**src/rtl/delay_line_param.sv**
```systemverilog
// Stallable, flushable delay line with per-stage valid tags and a runtime tap select.
// Define DELAY_OCC_EN to add the registered occupancy port and its counter.
module delay_line_param #(
  parameter  int unsigned WIDTH = 16,
  parameter  int unsigned DEPTH = 4,
  localparam int unsigned SEL_W = $clog2(DEPTH + 1)
) (
  input  logic             clk,
  input  logic             rst,
  input  logic             en,
  input  logic             flush,
  input  logic             din_valid,
  input  logic [WIDTH-1:0] din,
  input  logic [SEL_W-1:0] tap_sel,
  output logic             dout_valid,
  output logic [WIDTH-1:0] dout
`ifdef DELAY_OCC_EN
  ,
  output logic [SEL_W-1:0] occupancy
`endif
);

  logic [DEPTH-1:0][WIDTH-1:0] data_q, data_d;
  logic [DEPTH-1:0]            valid_q, valid_d;
  logic [SEL_W-1:0]            tap_idx;

  // Flush clears only the tags; data bits keep their old contents.
  always_comb begin
    data_d  = data_q;
    valid_d = valid_q;
    if (flush) begin
      valid_d = '0;
    end else if (en) begin
      data_d[0]  = din;
      valid_d[0] = din_valid;
      for (int unsigned i = 1; i < DEPTH; i++) begin
        data_d[i]  = data_q[i-1];
        valid_d[i] = valid_q[i-1];
      end
    end
  end

  always_ff @(posedge clk or posedge rst) begin
    if (rst) begin
      data_q  <= '0;
      valid_q <= '0;
    end else begin
      data_q  <= data_d;
      valid_q <= valid_d;
    end
  end

  // Out-of-range selects clamp to 1..DEPTH.
  always_comb begin
    tap_idx = SEL_W'(DEPTH - 1);
    if (tap_sel == '0) begin
      tap_idx = '0;
    end else if (tap_sel <= SEL_W'(DEPTH)) begin
      tap_idx = tap_sel - SEL_W'(1);
    end
  end

  always_comb begin
    dout       = '0;
    dout_valid = 1'b0;
    for (int unsigned i = 0; i < DEPTH; i++) begin
      if (tap_idx == SEL_W'(i)) begin
        dout       = data_q[i];
        dout_valid = valid_q[i];
      end
    end
  end

`ifdef DELAY_OCC_EN
  logic [SEL_W-1:0] occ_q, occ_d;

  // Incremental update tracks popcount of valid_q, so it stays within 0..DEPTH.
  always_comb begin
    occ_d = occ_q;
    if (flush) begin
      occ_d = '0;
    end else if (en) begin
      occ_d = occ_q + SEL_W'(din_valid) - SEL_W'(valid_q[DEPTH-1]);
    end
  end

  always_ff @(posedge clk or posedge rst) begin
    if (rst) begin
      occ_q <= '0;
    end else begin
      occ_q <= occ_d;
    end
  end

  assign occupancy = occ_q;
`endif

endmodule

```
**config.mk**
```make
export PLATFORM = sky130hd
export DESIGN_NAME = delay_line_param
export DESIGN_NICKNAME = d
export VERILOG_FILES = /design/src/rtl/delay_line_param.sv
export SDC_FILE = /design/constraint.sdc
export NUM_CORES = 1
export LEC_CHECK = 0
export ABC_CLOCK_PERIOD_IN_PS = 3250
export BUFFER_PORTS_ARGS = -buffer_cell sky130_fd_sc_hd__buf_4
export CAP_MARGIN = 20
export CORE_AREA = 2 2 110 112
export DETAILED_ROUTE_END_ITERATION = 6
export DIE_AREA = 0 0 112 114
export HOLD_SLACK_MARGIN = 0.02
export PLACE_DENSITY = 0.55
export SETUP_SLACK_MARGIN = 0.15
export SYNTH_ARGS = -nofsm -noshare
export SYNTH_HDL_FRONTEND = slang
export SYNTH_SLANG_ARGS = --single-unit
```
**constraint.sdc**
```tcl
create_clock -name clk -period 3.25 [get_ports clk]
set_input_delay 0.1625 -clock clk [delete_from_list [all_inputs] [get_ports clk]]
set_output_delay 0.1625 -clock clk [all_outputs]
set_load 0.02 [all_outputs]
```
# Word-level counts from Yosys, hierarchy flattened
# Index checks and enable logic that the tools add are counted.
# W data, S select, Z words.
[op_classes] n_addsub=1 n_mux=12 order_cmp=1 reduce_logical=4 n_bitwise=1 n_eq_ne=3
[ops] cell="$mux W16" count=4
[ops] cell="$mux W4" count=2
[ops] cell="$eq A3 B2 Y1 const B" count=2
[ops] cell="$logic_not A3 Y1" count=2
[ops] cell="$mux W3" count=2
[ops] cell="$mux W1" count=4
[ops] cell="$eq A3 B1 Y1 const B" count=1
[ops] cell="$le A3 B3 Y1 const B" count=1
[ops] cell="$sub A3 B1 Y3 const B" count=1
[ops] cell="$reduce_and A2 Y1" count=1
[ops] cell="$reduce_bool A2 Y1" count=1
[ops] cell="$not A1 Y1" count=1
[word_totals] ff_bits=68 inputBits=24

# Depth between registers and ports, before layout
[logic_depth] word_depth=8 depth_mapped=11 ltp_nobuf=6

# Worst setup path after synthesis
# No wires, ideal clock.
[synth_timing] path_kind="input to output" from="input tap_sel[0]" to="output dout[10]" path_stages=10 path_buffers=4 t_required_ps=3087 path_slack_ps=920 t_arrival_ps=2167 cell_sequence="buf_6 -> clkbuf_1 -> inv_1 -> ha_1 -> buf_6 -> or4_4 -> a21boi_4 -> buf_6 -> a2bb2oi_1 -> o2bb2ai_2"
[synth_between] elab_chain_len=8 word_cells_on_any_way=13 classes_between="add/sub (1); order compare (1); eq/ne (3); mux (6); reduce/logical (2)"
[synth_lines] item="start, declared" line_no="14" text="input logic [SEL_W-1:0] tap_sel,"
[synth_lines] item="$sub A3 B1 Y3 / $le A3 B3 Y1 (equally long branches)" line_no="59, 58"
[synth_lines] item="$mux W3" line_no="58" text="end else if (tap_sel <= SEL_W'(DEPTH)) begin"
[synth_lines] item="$mux W3 *" line_no="56" text="if (tap_sel == '0) begin"
[synth_lines] item="$logic_not A3 Y1" line_no="67" text="if (tap_idx == SEL_W'(i)) begin"
[synth_lines] item="$mux W16 (3 in series)" line_no="67"
[synth_lines] item="$mux W16 *" line_no="67"
[synth_lines] item="end, declared" line_no="16" text="output logic [WIDTH-1:0] dout"
# Mark *: on every way between the ends. The rest lies on a longest branch, timed or not.

# Worst setup path in the final report
[layout_timing] from="input tap_sel[0]" to="output dout[9]"
# Same word-level chain as after synthesis.

==> results by group <==
Status
  • Status: complete, no violations

Worst setup path
  • Critical path endpoint category: output port
  • Max stage delay on crit path: between 0.5 and 0.6 ns
  • Type of the worst setup path: primary input to output port
  • Top cell by count, worst path: buf_4
  • Delay-heaviest family, CP: buffers and inverters
  • Worst EP arrival: around 2.4 ns
  • Max FO, Critical Path: 21
  • Critical Path RT: a little over 3 ns
  • Slowest CP cell: nor2_1
  • Worst path bufs/invs: 4
  • Setup crit start kind: primary input
  • Critical path, cell by cell: buf_4, inv_1, ha_1, nor2_1, buf_4, nor2_1, a2bb2oi_1, o2bb2ai_2, buf_4

Floorplanning
  • Starting density of the core: 0.290
  • Row count: 40
  • I/O Pins: 41
  • Core footprint: between 10,000 and 15,000 µm²
  • Die width: 112 µm
  • Die height: about 110 µm
  • Die area: roughly 13,000 µm²

Drt
  • Post-route DRC: 0
  • Routed wire length: approximately 7.4 mm
  • DRT Pass-1 Iters: 4
  • DR vias: around 2.3k
  • Vias per cell: just under 5
  • Antenna Violating Nets Remaining: 0
  • Avg WL per Cell: between 15 and 20 µm
  • 1st-iter DRT viols: around 120

Logic synthesis
  • Top cells by area, synth: dfrtp_1 (50%), mux2_2 (21%), o2bb2ai_2 (4.4%), a2bb2oi_1 (4.1%), nor2_1 (2.5%)
  • Synth Cell Area: 3400 µm²
  • Flops & latches, synth: 68
  • Syn Nets: approximately 310
  • Seq/Total Area, Yosys: 0.501
  • Netlist cell types: 27
  • Cell accounting for the most synthesized area: dfrtp_1
  • Area fraction of the dominant cell type after synthesis: 0.501
  • Mapped Cells: 282
  • Average instance area after synthesis: between 10 and 15 µm²
  • YS warnings: 0

Global routing
  • First-pass GRT wire length: approximately 12 mm
  • GRT overflow: 0
  • Initial antenna violation count: 0
  • Gr usage total: 0.123
  • Pin count of the biggest net entering global routing: 65
  • Vias in the first global route: 2,313

Clocking
  • Total CTS buffers: 9
  • Clock Path Buffers: 2
  • Hold_buf cts: 1
  • Clk root buf: clkbuf_16
  • Clock slew at reported path FFs: roughly 0.06 ns
  • Post-CTS setup buffer count: 0
  • Worst skew pair latency: 0.33 ns
  • H-tree depth: 3
  • CTS tree: yes
  • Post-cts resize count: 0
  • CTS sink count: 68

Power
  • Leak: 1.75 nW
  • Design Power: 2.98 mW
  • Maximum VDD drop: around 0.00026 V
  • PwrDens: just over 700 nW/µm²

STA
  • Final TNS setup: 0 ns
  • Fin. Hold Viols: 0
  • F_max: just under 400 MHz
  • Final max-slew violation count: 0
  • Max-slew headroom: 0.449
  • Final Setup Violations: 0
  • Fin crit period: between 2 and 3 ns
  • Actual slew at the worst max-slew pin: about 0.83 ns
  • Final worst-path cycle share: 0.785
  • Worst Skew: 0.00316 ns
  • RSZ-0062 raised after global routing: false
  • Final setup margin: 0.698 ns

Final layout
  • Final Util: 0.354
  • Post-Layout Cell Count: around 470
  • Commonest cells after routing, fill and taps aside: dfrtp_1 (68), mux2_2 (64), buf_4 (46)
  • Antenna fix cells: 0
  • Layout cells sized above 1: 0.435
  • Most common cell after layout, fill and taps aside: dfrtp_1
  • Net count, final: 343
  • Fill cells: around 1.2k
  • Layout area overhead: 22.1%

Flow run
  • # Max-Cap Violations: 0

Place
  • Final GP Congestion: 0.752
  • DP HPWL: just under 5 mm
  • Dpl cells: between 400 and 500
  • PortBufs: 40
  • Place WS: roughly 0.67 ns

Hold path
  • HP Class: primary input to register
==> per-layer routing <==
layer	track usage	vias up	routed length (µm)
met3	0.0393	4	304
li1	-	1095	-
met1	0.171	1136	3670
met2	0.185	44	3370
met4	0.0341	0	68
met5	0	-	0
==> stage by stage <==
step	instance area [µm²]	hold slack [ns]
final	4150	0.0454
after detailed placement	3820	0.332
after CTS	4150	0.0381
after global placement	3820	0.328
after floorplan	3400	0.229
after global routing	4150	0.0474
==> synthesized netlist by cell type <==
cell type  count
dfrtp_1       68
buf_4          1
buf_2         10
o2bb2ai_1      7
o2bb2ai_2     10
a21o_1         1
mux2_2        64
and2_0         1
nor2b_1        2
a2111o_1       1
nand3_1        1
buf_6          3
nand2_1       17
o41ai_2        1
clkbuf_1       9
o21ai_0       15
inv_1          4
a21boi_4       1
ha_1           2
or4_4          1
a2bb2oi_1     16
mux2i_1        4
o21ai_1        2
nor2_1        23
a32o_1         1
nand2b_1       1
a21oi_1       16
==> kinds of logic after synthesis <==
family          synth area share
fa+ha+maj                0.00736
simple gates              0.0563
flops                      0.501
mux                        0.224
buf+inv                   0.0412
compound gates             0.171
==> power breakdown <==
group	internal [mW]	leakage [nW]	total, mW	switching [mW]
logic	0.387	0.791	0.698	0.311
registers	1.08	0.814	1.25	0.175
clock network	0.671	0.149	1.03	0.359
==> sequential cells by signal (all words and copies together) (netlist names) <==
signal   count
data_q      64
valid_q      4
==> path summary, 6_finish.rpt <==
check | from | end | slack, ns | cells past startpoint
hold reg to reg | data_q[52] | data_q[52] | 0.50 | 1
max in group asynchronous | rst | data_q[57] | 1.82 | 4
min in group asynchronous | rst | data_q[16] | 0.51 | 3
setup reg to reg | data_q[5] | data_q[5] | 2.44 | 1
hold / removal | flush | valid_q[3] | 0.05 | 2
setup / recovery | tap_sel[0] | dout[9] | 0.70 | 9
==> final cells by class <==
| cell class | count | area [µm²] | area share |
|---|---|---|---|
| flip-flops and latches | 68 | 1700 | 0.410 |
| repair buffers | 47 | 355 | 0.0856 |
| clock inverters | 6 | 88.8 | 0.0214 |
| multi-input cells | 187 | 1580 | 0.380 |
| clock buffers | 10 | 229 | 0.0552 |
| well taps | 147 | 184 | 0.0443 |
| inverters | 4 | 15.0 | 0.00362 |
Power figures use the tool's default switching activity.
